`src/rtl/maxpool_seq_ctrl.sv`:
```
// Sequencer for a WIN x WIN, stride-1 max-pool engine: streams the window taps out of
// a 1-cycle-latency source RAM and writes each window maximum in raster order.
module maxpool_seq_ctrl #(
    parameter int DATA_W = 8,
    parameter int IN_W   = 8,
    parameter int IN_H   = 8,
    parameter int WIN    = 3,
    parameter int RD_AW  = 6,
    parameter int WR_AW  = 6
) (
    input  logic              clk,
    input  logic              rst,
    input  logic              start,
    output logic              busy,
    output logic              done,
    output logic              rd_en,
    output logic [RD_AW-1:0]  rd_addr,
    input  logic [DATA_W-1:0] rd_data,
    output logic              wr_en,
    output logic [WR_AW-1:0]  wr_addr,
    output logic [DATA_W-1:0] wr_data,
    input  logic              wr_ready
);

    localparam int OUT_W = IN_W - WIN + 1;
    localparam int OUT_H = IN_H - WIN + 1;
    localparam int NTAP  = WIN * WIN;
    localparam int TAP_W = $clog2(NTAP + 1);
    localparam int I_W   = (OUT_H > 1) ? $clog2(OUT_H) : 1;
    localparam int J_W   = (OUT_W > 1) ? $clog2(OUT_W) : 1;

    typedef enum logic [2:0] {
        S_IDLE  = 3'd0,
        S_READ  = 3'd1,
        S_DRAIN = 3'd2,
        S_WRITE = 3'd3,
        S_DONE  = 3'd4
    } state_e;

    state_e             state_q, state_d;
    logic [I_W-1:0]     i_q, i_d;
    logic [J_W-1:0]     j_q, j_d;
    logic [TAP_W-1:0]   tap_q, tap_d;
    logic [DATA_W-1:0]  max_q, max_d;

    logic               last_out_s;
    logic               gt_s;
    logic [RD_AW-1:0]   row_s;
    logic [RD_AW-1:0]   col_s;

    assign last_out_s = (i_q == I_W'(OUT_H - 1)) && (j_q == J_W'(OUT_W - 1));
    assign gt_s       = (rd_data > max_q);

    // State and datapath registers
    always_ff @(posedge clk) begin
        if (rst) begin
            state_q <= S_IDLE;
            i_q     <= '0;
            j_q     <= '0;
            tap_q   <= '0;
            max_q   <= '0;
        end else begin
            state_q <= state_d;
            i_q     <= i_d;
            j_q     <= j_d;
            tap_q   <= tap_d;
            max_q   <= max_d;
        end
    end

    // Next-state and counter/accumulator update
    always_comb begin
        state_d = state_q;
        i_d     = i_q;
        j_d     = j_q;
        tap_d   = tap_q;
        max_d   = max_q;
        case (state_q)
            S_IDLE: begin
                if (start) begin
                    state_d = S_READ;
                    i_d     = '0;
                    j_d     = '0;
                    tap_d   = '0;
                    max_d   = '0;
                end else begin
                    state_d = S_IDLE;
                end
            end
            S_READ: begin
                tap_d = tap_q + TAP_W'(1);
                // rd_data belongs to the previous tap, so tap 0 has nothing to fold in yet
                if ((tap_q != '0) && gt_s) begin
                    max_d = rd_data;
                end else begin
                    max_d = max_q;
                end
                if (tap_q == TAP_W'(NTAP - 1)) begin
                    state_d = S_DRAIN;
                end else begin
                    state_d = S_READ;
                end
            end
            S_DRAIN: begin
                if (gt_s) begin
                    max_d = rd_data;
                end else begin
                    max_d = max_q;
                end
                state_d = S_WRITE;
            end
            S_WRITE: begin
                if (wr_ready) begin
                    max_d = '0;
                    tap_d = '0;
                    if (last_out_s) begin
                        state_d = S_DONE;
                        i_d     = '0;
                        j_d     = '0;
                    end else if (j_q == J_W'(OUT_W - 1)) begin
                        state_d = S_READ;
                        j_d     = '0;
                        i_d     = i_q + I_W'(1);
                    end else begin
                        state_d = S_READ;
                        j_d     = j_q + J_W'(1);
                    end
                end else begin
                    state_d = S_WRITE;
                end
            end
            S_DONE: begin
                state_d = S_IDLE;
            end
            default: begin
                state_d = S_IDLE;
            end
        endcase
    end

    assign row_s = RD_AW'(i_q) + RD_AW'(tap_q / TAP_W'(WIN));
    assign col_s = RD_AW'(j_q) + RD_AW'(tap_q % TAP_W'(WIN));

    // Moore outputs decoded from registered state; idle values are all zero
    always_comb begin
        busy    = 1'b0;
        done    = 1'b0;
        rd_en   = 1'b0;
        rd_addr = '0;
        wr_en   = 1'b0;
        wr_addr = '0;
        wr_data = '0;
        case (state_q)
            S_READ: begin
                busy    = 1'b1;
                rd_en   = 1'b1;
                rd_addr = row_s * RD_AW'(IN_W) + col_s;
            end
            S_DRAIN: begin
                busy = 1'b1;
            end
            S_WRITE: begin
                busy    = 1'b1;
                wr_en   = 1'b1;
                wr_addr = WR_AW'(i_q) * WR_AW'(OUT_W) + WR_AW'(j_q);
                wr_data = max_q;
            end
            S_DONE: begin
                done = 1'b1;
            end
            default: begin
                busy = 1'b0;
            end
        endcase
    end

endmodule

```
`config.mk`:
```
export PLATFORM = sky130hd
export DESIGN_NAME = maxpool_seq_ctrl
export DESIGN_NICKNAME = d
export VERILOG_FILES = /design/src/rtl/maxpool_seq_ctrl.sv
export SDC_FILE = /design/constraint.sdc
export NUM_CORES = 1
export LEC_CHECK = 0
export BUFFER_PORTS_ARGS = -buffer_cell sky130_fd_sc_hd__buf_4
export CAP_MARGIN = 5
export CORE_ASPECT_RATIO = 0.6
export CORE_MARGIN = 3
export CORE_UTILIZATION = 57
export DETAILED_ROUTE_END_ITERATION = 10
export PLACE_DENSITY = 0.78
export SYNTH_ARGS = -nofsm -noshare
export SYNTH_HDL_FRONTEND = slang
export SYNTH_SLANG_ARGS = --single-unit
```
`constraint.sdc`:
```
create_clock -name clk -period 4.54 [get_ports clk]
set_input_delay 0.227 -clock clk [delete_from_list [all_inputs] [get_ports clk]]
set_output_delay 0.227 -clock clk [all_outputs]
set_load 0.005 [all_outputs]
```
After elaboration in Yosys (flattened, before gate mapping)
Cells that the tools add are included.
W data, S select, Z words.
- div/mod/pow operators: 2
- reductions and logical operators: 12
- muxes and demuxes: 29
- $lt $le $gt $ge: 1
- add/subtract/negate cells: 7
- multiply operators: 1
- equality and inequality tests: 12
- operators with widths (kind ; number):
    $mux W8 ; 5
    $pmux W8 S4 ; 1
    $mux W3 ; 9
    $mux W6 ; 2
    $pmux W3 S2 ; 2
    $pmux W3 S4 ; 1
    $pmux W4 S3 ; 1
    $eq A3 B3 Y1 const B ; 3
    $gt A8 B8 Y1 ; 1
    $mux W4 ; 2
    $ne A2 B2 Y1 const B ; 4
    $reduce_bool A4 Y1 ; 2
    $add A3 B1 Y3 const B ; 2
    $add A3 B6 Y6 ; 1
    $add A6 B3 Y6 ; 1
    $add A6 B6 Y6 ; 1
    $div A4 B2 Y6 const B ; 1
    $eq A3 B2 Y1 const B ; 2
    $mod A4 B2 Y6 const B ; 1
    $reduce_and A3 Y1 ; 2
    $mul A3 B2 Y5 const B ; 1
    $mux W1 ; 5
    $reduce_and A5 Y1 ; 1
    $add A4 B1 Y4 const B ; 1
    other kinds (11) ; 12
- register bits: 21
- output and inout port bits: 24
- bits of input ports: 12
- word-level logic and storage cells: 69

Depth between registers and ports, before layout
Gate-level depths: netlist of the first run.
- depth after elaboration: 5
- depth in mapped cells: 20

Worst setup path before layout of the first run
No wires, ideal clock.
- path type: reg2out
- start: register tap_q[3]
- end: output rd_addr[5]
- arrival: 3.765 ns
- stages on the path, launching flop included: 20
- required time: 4.313 ns
- setup slack: 0.548 ns
- cells stage by stage: dfxtp_1 buf_4 nand2b_1 inv_2 ha_1 buf_4 nor3b_2 xnor2_2 ha_1 a21oi_2 o221ai_2 nor2_4 mux2_2 ha_1 a21o_1 a21oi_1 o21bai_1 a21oi_1 xnor3_1 nor2_1
- word-level cells in the longest chain between the ends: 4
- elaborated cells between the ends (all ways): 6
- classes of those cells: 3 x add/sub; 2 x div; 1 x mux
- RTL lines (item ; RTL line ; source):
    start: declaration ; 43 ; logic [TAP_W-1:0] tap_q, tap_d;
    start signal: assignment ; 66 ; tap_q <= tap_d;
    $mod A4 B2 Y6 / $div A4 B2 Y6 (equally long branches) ; 142, 141 ;
    $add A3 B6 Y6 / $add A3 B3 Y3 (equally long branches) ; 142, 141 ;
    $add A6 B6 Y6 * ; 157 ; rd_addr = row_s * RD_AW'(IN_W) + col_s;
    $mux W6 * ; 153 ; case (state_q)
    end: declaration ; 17 ; output logic [RD_AW-1:0] rd_addr,
Every way passes the cells marked *; elsewhere a longest branch is shown, timed or not.

Worst setup path after layout of the first run
Ends and elaborated chain as after synthesis.

==> metrics.txt, run 1 <==
final instance area ~2400 µm²; post-route worst setup slack 0.248 ns; first-pass GRT wire length between 8000 and 9000 µm; net count after synthesis just under 300; pin count of the biggest net entering global routing 15; final-report setup violation count 0; Async SR Flop Fraction 0%; Synth top area share approximately a fifth; Initial DRC Count 153; CP max stage cell dfxtp_2; Worst EP required between 4 and 5 ns; Max Buffers Root-to-Sink 2; Top Ports 36; Syn Inst Count 250; worst vdd ir approximately 0.00015 V; Distinct cells, synth 57; CP dominant cell by count ha_1; share of the yosys chip area belonging to registers between 20% and 30%; P_leak roughly 1.1 nW; cells along the critical path nand2b_4 -> inv_2 -> ha_1 -> nor3b_4 -> xnor2_2 -> ha_1 -> a21oi_2 -> o221ai_2 -> nor2_4 -> mux2_2 -> ha_1 -> a21o_1 -> a21oi_1 -> o21bai_1 -> a21oi_1 -> xnor3_1 -> nor2_1 -> buf_4; TritonCTS clock tree built; fin nets 325; detailed placement HPWL 3810 µm; Die H 52.6 µm; initial core utilization about 61%; # port buffers 35; ANT cells 0; Main synth FF type dfxtp_1; Root Driver clkbuf_8; clock latency on the worst-skew pair roughly 0.27 ns; status finished, final reports clean; RD Place Congestion 0.862; final WL between 4000 and 5000 µm; Design Power roughly 0.00040 W; DRT Pass-1 Iters 4; worst path bufs/invs 2; f_max approximately 230 MHz; ratio of cells with drive above 1 in the final layout 22.7%; Worst setup SP type flop; Data arrival, critical path about 4.1 ns; fin. max-slew vios 0; clock buffer count from CTS 3; Yosys top cell by area dfxtp_1; CP Max Fanout 11; total negative slack 0 ns; fin crit share a little over nine tenths; core area 3360 µm²; dpl cells 322; Std-Cell Rows 16; YS warnings 0; Fin. Hold Viols 0; initial antenna violation count 0; FF+latch area about 420 µm²; Final Non-Filler Cells roughly 330; CTS H-tree lvls 1; worst min path class in -> reg; Multi-input gate area ~1500 µm²; GRT Util Overall a little under a quarter; grt ovf 0; Tmin final 4.29 ns; max cap viols 0; TritonCTS Sinks 21; cell family with most CP delay compound AO/OA/AOI/OAI gates; area grow syn2layout 16.0%; DIE WIDTH 83.7 µm; die area around 4400 µm²; unrepaired setup endpoints after global routing false; Avg Vias per Cell 5.52; number of synthesized flops with an enable pin 0; Setup CP Type reg -> out; # hold bufs at CTS 0; Routed WL per cell around 15 µm; Filler Cells Inserted just over 300; CP max stage delay between 0.4 and 0.5 ns; post-synth design cell area about 2100 µm²; Clock Skew roughly 0.0084 ns; Critical Path End Type output pin; dpl cell area 2330 µm²; Max-slew headroom a little over three fifths; largest cells by area after synthesis dfxtp_1, ha_1, nor2_1, a32o_1, fa_1; Worst-path clk slew around 0.08 ns; Worst-Margin Slew between 0.5 and 0.6 ns; Power Density between 150 and 200 nW/µm²; Syn Area/Cell between 8 and 9 µm²; DRC Markers 0; DR vias approximately 1800; ANT nets after route 0; Synth Register Bits 21; vias in the first global route approximately 1700; Placement Setup Slack between 0.2 and 0.3 ns
-- timing repair --
| item | 4_1_cts | 5_1_grt |
|---|---|---|
| resized for setup | 1 | 3 |
| setup endpoints to repair | 1 | 1 |
| setup buffers | 0 | 1 |
| endpoints found under the hold margin | 0 | 0 |
| pin swaps | 0 | 1 |
-- per-layer routing --
metal,GRT usage (%),wire length [µm],vias to the layer above
met3,4.24,360,5
met5,0,0,-
met4,5.88,35,0
met1,35.4,2500,820
met2,33.0,1900,56
li1,-,-,923
-- cells in the final DEF (no fill, tap or decap), drive strengths merged, types with 8 or more instances in the layout --
cell	count
nand2	10
nor2	38
o21ai	8
dfxtp	21
a21oi	15
ha	26
buf	39
inv	26
a32o	8
-- flip-flops by register name (all words and copies together), names as in the netlist --
signal	flops
j_q	3
max_q	8
i_q	3
tap_q	4
state_q	3
-- cell families (layout without fill, tap and decap cells) --
logic type                 count (synthesis)  after routing  share of synthesized area (%)
and+or+nand+nor                           90             90                           22.8
xor gates and xnor gates                  15             15                           7.39
AOI/OAI and AO/OA                         52             52                           18.6
DFF                                       21             21                           20.3
adders and majority gates                 30             30                           19.6
muxes                                      4              4                           2.06
buffers and inverters                     38             70                           9.14
-- cell type report --
type,instances,area share (%)
repair buffers,39,12.2
inverters,27,4.54
clock inverters,1,0.209
multi-input cells,191,61.3
clock buffers,3,1.72
flip-flops and latches,21,17.6
well taps,45,2.35
-- cell usage after synthesis, types with 2 or more instances --
cell,instances
a211oi_1,3
a21o_1,4
a21oi_1,13
a21oi_2,2
a22oi_1,3
a32o_1,8
and2_1,7
and3_1,2
buf_4,4
buf_6,3
clkbuf_1,3
dfxtp_1,21
fa_1,4
ha_1,26
inv_1,21
inv_2,3
mux2_2,2
mux2i_1,2
nand2_1,10
nand2b_1,6
nand3_1,3
nand3b_1,4
nand4_1,2
nor2_1,37
nor2b_1,6
nor3_1,4
o21ai_0,5
o21ai_1,2
xnor2_1,6
xor2_1,7
-- final timing paths --
check	end	startpoint	depth (start not counted)	slack, ns
setup / recovery	rd_addr[5]	tap_q[3]$_SDFFE_PP0P_	18	0.25
hold reg to reg	max_q[6]$_SDFFE_PP0P_	max_q[6]$_SDFFE_PP0P_	1	0.50
hold / removal	max_q[0]$_SDFFE_PP0P_	rd_data[0]	2	0.18
setup reg to reg	max_q[4]$_SDFFE_PP0P_	max_q[1]$_SDFFE_PP0P_	8	2.34
-- power by group --
group           total, W  internal [W]  switching, W
Clock           0.000124     0.0000613     0.0000631
Combinational  0.0000782     0.0000340     0.0000443
Sequential      0.000194      0.000189    0.00000508
-- stage by stage --
| step | hold slack [ns] | util (%) |
|---|---|---|
| detailed placement | 0.455 | 69.2 |
| global route | 0.175 | 71.3 |
| CTS | 0.173 | 70.6 |
| global placement | 0.450 | 69.2 |
| floorplan | 0.299 | - |
| finish | 0.177 | 71.3 |
Note: power is estimated with default switching activity, not from simulation.
==> inputs of run 2 (changes only) <==
Settings changed: CORE_UTILIZATION 57 to 30, PLACE_DENSITY 0.78 to 0.45.
==> run 2 against run 1 <==
  * Sequential power barely moved
  * Routed wire length rose by 2.6%
  * Critical endpoint unchanged
  * Via count fell by 5.8%
  * Total power rose by 16%
  * Critical path type unchanged
  * Sequential share of layout area fell by 0.59 points
  * Final cell count rose by 12%
  * Largest cell class unchanged
  * Clock skew fell by 0.0064 ns
==> metrics.txt, run 2 (synthesis gave the netlist of run 1 again) <==
final instance area between 2000 and 2500 µm²; switching power approximately 0.00012 W; Worst-Margin Slew 0.539 ns; Worst setup SP type flop; die area slightly below 8000 µm²; Data arrival, critical path roughly 4 ns; Max Buffers Root-to-Sink 2; worst min path class in -> reg; DRT Pass-1 Iters 4; vias in the first global route between 1500 and 2000; fin crit share between 90% and 100%; status finished, final reports clean; Top Ports 36; Power Density between 150 and 200 nW/µm²; worst vdd ir between 0.0001 and 0.00015 V; Switching Fraction 25.5%; max FFs per register 8; Std-Cell Rows 22; initial antenna violation count 0; Clock Skew around 0.0020 ns; power share of the sequential group 42.2%; dpl cell area roughly 2400 µm²; TritonCTS clock tree built; P_leak approximately 1.1 nW; first-pass GRT wire length slightly above 8000 µm; ANT cells 0; Fin. Hold Viols 0; CTS H-tree lvls 1; Critical Path End Type output pin; DRC Markers 0; max cap viols 0; DR vias ~1700; f_max around 240 MHz; DIE WIDTH between 100 and 150 µm; Initial DRC Count 59; most frequent cells in the layout buf_4, nor2_1, ha_1; Routed WL per cell 13.5 µm; Worst-path clk slew ~0.06 ns; unrepaired setup endpoints after global routing false; core area around 6400 µm²; clock buffer count from CTS 3; ANT nets after route 0; combinational share of power 16.9%; Root Driver clkbuf_16; ratio of cells with drive above 1 in the final layout 22.0%; fin nets around 330; Internal Power about 0.00034 W; RD Place Congestion between 0.7 and 0.8; CP Max Fanout 6; detailed placement HPWL between 4000 and 5000 µm; Hold WS approximately 0.20 ns; Die H ~70 µm; TritonCTS Sinks 21; final WL between 4000 and 5000 µm; Worst EP required 4.31 ns; Tmin final 4.23 ns; area grow syn2layout 19.7%; total negative slack 0 ns; Setup CP Type reg -> out; clock latency on the worst-skew pair about 0.25 ns; commonest non-fill, non-tap cell in the layout buf_4; fin. max-slew vios 0; Avg Vias per Cell between 4 and 5; GRT Util Overall around an eighth; Max-slew headroom 64.0%; final-report setup violation count 0; Clk network pwr share between 40% and 50%; initial core utilization 32.4%; Largest regs max_q: 8 flops, tap_q: 4 flops; # hold bufs at CTS 0; # port buffers 35; pin count of the biggest net entering global routing 15; Biggest register max_q; grt ovf 0
[run 2: path summary, 6_finish.rpt]
path | startpoint | end | slack [ns] | depth (start not counted)
setup / recovery | tap_q[3]$_SDFFE_PP0P_ | rd_addr[5] | 0.31 | 18
hold / removal | rd_data[4] | max_q[4]$_SDFFE_PP0P_ | 0.20 | 2
setup reg to reg | state_q[0]$_SDFF_PP0_ | i_q[1]$_SDFFE_PP0P_ | 2.45 | 5
hold reg to reg | max_q[6]$_SDFFE_PP0P_ | max_q[6]$_SDFFE_PP0P_ | 0.49 | 1
[run 2: layout make-up]
cell class	count	area [µm²]
sequential	21	422
clock buffer	4	78.8
timing repair buffer	39	293
multi-input combinational	191	1470
fill	679	3910
inverter	27	109
tap	84	105
[run 2: stage by stage]
step / util, % / total power [W] / cells / worst slack, ns
floorplan: - / 0.000250 / 250 / 0.548
global placement: 37.3 / 0.000277 / 362 / 0.509
detailed placement: 37.3 / 0.000276 / 362 / 0.403
CTS: 38.6 / 0.000468 / 366 / 0.114
global route: 38.8 / 0.000485 / 366 / 0.0675
finish: 38.8 / 0.000460 / 366 / 0.310
[run 2: routing by layer]
metal | global-route usage, % | up-vias | share of wire [%]
met5 | 0 | - | 0
met3 | 3.12 | 4 | 4.4
li1 | - | 926 | -
met4 | 1.60 | 0 | 0.47
met2 | 16.0 | 30 | 33
met1 | 22.2 | 739 | 62
[run 2: power groups by stage]
stage / clock (W) / combinational, W / sequential (W)
global placement: 0 / 0.0000793 / 0.000198
CTS: 0.000196 / 0.0000782 / 0.000194
global route: 0.000202 / 0.0000885 / 0.000195
finish: 0.000188 / 0.0000776 / 0.000194
floorplan: 0 / 0.0000543 / 0.000196
detailed placement: 0 / 0.0000778 / 0.000198
[run 2: timing repair]
action                     in CTS  in global routing
setup endpoints to repair       0                  1
resized for setup               0                  3
setup buffers                   0                  0
[run 2: critical path, stage by stage (launching register included)]
cell	delay, ns
dfxtp_1	0.33
nand2b_1	0.21
inv_2	0.08
ha_1	0.22
nor3b_4	0.27
xnor2_2	0.11
ha_1	0.23
a21oi_2	0.12
o221ai_2	0.13
nor2_4	0.17
mux2_2	0.39
ha_1	0.28
a21o_1	0.19
a21oi_2	0.16
o21bai_1	0.08
a21oi_1	0.16
xnor3_1	0.41
nor2_1	0.09
buf_4	0.11
==> inputs of run 3 (changes only) <==
Settings changed: RECOVER_POWER set to 25.
==> run 3 against run 2 <==
  * Utilization is 0.16 points lower
  * First-iteration DRC count stayed put
  * Highest routed layer unchanged
  * Register-to-register slack worse by 0.14 ns
  * Via count is 0.59% lower
  * Die area stayed put
  * Global-route usage stayed put
==> metrics.txt, run 3 (synthesis gave the netlist of run 1 again) <==
TritonCTS clock tree built; worst vdd ir around 0.00014 V; CP Max Fanout 6; FF+latch area approximately 420 µm²; area grow syn2layout 19.2%; combinational share of power roughly 17%; worst path bufs/invs 2; power share of the sequential group about 42%; max cap viols 0; final WL between 4000 and 5000 µm; RD Place Congestion between 0.7 and 0.8; commonest non-fill, non-tap cell in the layout nor2_1; CP max stage cell xnor3_1; detailed placement HPWL approximately 4100 µm; Placement Setup Slack 0.403 ns; CP dominant cell by count ha_1; met2 WL post-DR approximately 1600 µm; Data arrival, critical path approximately 4 ns; DIE WIDTH between 100 and 150 µm; status finished, final reports clean; Worst-Margin Slew 0.538 ns; first-pass GRT wire length roughly 8300 µm; vias in the first global route around 1600; Top Layer Used met4; grt ovf 0; stages on the worst setup path 18; DR vias between 1500 and 2000; Max-slew headroom a little under two thirds; clock latency on the worst-skew pair 0.25 ns; clock buffer count from CTS 3; most frequent cells in the layout nor2_1, buf_4, ha_1; Max Buffers Root-to-Sink 2; Tmin final roughly 4.2 ns; Initial DRC Count slightly below 60; fin crit share about 93%; Worst-path clk slew 0.06 ns; Die H approximately 70 µm; fin nets 325; Avg Vias per Cell about 4.6; cells along the critical path nand2b_1 -> inv_2 -> ha_1 -> nor3b_4 -> xnor2_2 -> ha_1 -> a21oi_2 -> o221ai_2 -> nor2_4 -> mux2_2 -> ha_1 -> a21o_1 -> a21oi_2 -> o21bai_1 -> a21oi_1 -> xnor3_1 -> nor2_1 -> buf_4; Biggest register max_q; CTS H-tree lvls 1; Setup CP Type reg -> out; ANT cells 0; fin. max-slew vios 0; Top Ports 36; P_leak 1.11 nW; Routed WL per cell roughly 13 µm; postcts setup bufs 0; Fin. Hold Viols 0; Hold Path Stages 2; post-route met1 wirelength roughly 3100 µm; # hold bufs at CTS 0; # port buffers 35; GRT Util Overall a little over an eighth; Power Density between 150 and 200 nW/µm²; met3 WL 204 µm; Std-Cell Rows 22; R2R depth 7; switching power ~0.00012 W; DRT Pass-1 Iters 4; Final Non-Filler Cells 366; unrepaired setup endpoints after global routing false; ratio of cells with drive above 1 in the final layout 21.6%; pin count of the biggest net entering global routing 15; die area between 7000 and 8000 µm²; Largest regs max_q: 8 flops, tap_q: 4 flops; Internal Power 0.000342 W; DRC Markers 0; final-report setup violation count 0; worst min path class in -> reg; initial antenna violation count 0; Critical Path End Type output pin; post-cts resize count 0; Clk network pwr share around 40%; Multi-input gate area between 1000 and 1500 µm²; Filler Cells Inserted approximately 700; total negative slack 0 ns; max FFs per register 8; ANT nets after route 0; CP max stage delay roughly 0.41 ns; dpl cells about 360; Worst setup SP type flop; Worst EP required 4.31 ns; Switching Fraction between 20% and 30%; f_max 236 MHz; Clock Skew ~0.0017 ns; TritonCTS Sinks 21; Final Util 38.6%; post-route worst setup slack around 0.31 ns; core area approximately 6400 µm²; cell family with most CP delay compound AO/OA/AOI/OAI gates; initial core utilization about a third; Root Driver clkbuf_16
==> run 3: cell types whose count changed in the layout (fill, tap and decap cells not counted), sizes merged <==
cell and change:
clkinvlp +2, clkbuf +4, buf -4, inv -2
==> run 3: stage by stage <==
stage | cell area (µm²) | power, W | hold WS, ns
global placement | 2380 | 0.000277 | 0.454
detailed placement | 2380 | 0.000276 | 0.459
floorplan | 2070 | 0.000250 | 0.299
finish | 2460 | 0.000458 | 0.197
CTS | 2460 | 0.000468 | 0.191
global route | 2460 | 0.000483 | 0.196
==> run 3: worst reg2reg max path, cell delays in order, from the launching register on <==
cell and delay (ns):
dfxtp_1 0.53, clkinvlp_2 0.24, or3_1 0.57, clkinvlp_2 0.31, nor3_2 0.11, o21a_1 0.14, o22a_1 0.20, nor2_1 0.07
==> run 3: power groups by stage <==
stage                     clock (W)  combinational, W  sequential [W]
final                      0.000188         0.0000760        0.000194
after global routing       0.000202         0.0000868        0.000195
after CTS                  0.000196         0.0000782        0.000194
after detailed placement          0         0.0000778        0.000198
after global placement            0         0.0000793        0.000198
after floorplan                   0         0.0000543        0.000196
==> run 3: metal layers <==
metal | vias to the layer above | GRT usage, %
met3 | 4 | 3.12
li1 | 923 | -
met1 | 737 | 22.2
met2 | 25 | 16.0
met4 | 0 | 1.60
met5 | - | 0
==> run 3: path summary, 6_finish.rpt <==
path / from / end / slack [ns]
min: rd_data[1] / max_q[1]$_SDFFE_PP0P_ / 0.20
max reg2reg: state_q[0]$_SDFF_PP0_ / j_q[2]$_SDFFE_PP0P_ / 2.31
max: tap_q[3]$_SDFFE_PP0P_ / rd_addr[5] / 0.31
min reg2reg: max_q[2]$_SDFFE_PP0P_ / max_q[2]$_SDFFE_PP0P_ / 0.49
==> run 3: cell type report <==
type                       count  area share, %
multi-input combinational    191           59.3
sequential                    21           17.1
timing repair buffer          39           11.9
tap                           84           4.26
inverter                      27           4.21
clock buffer                   4           3.20
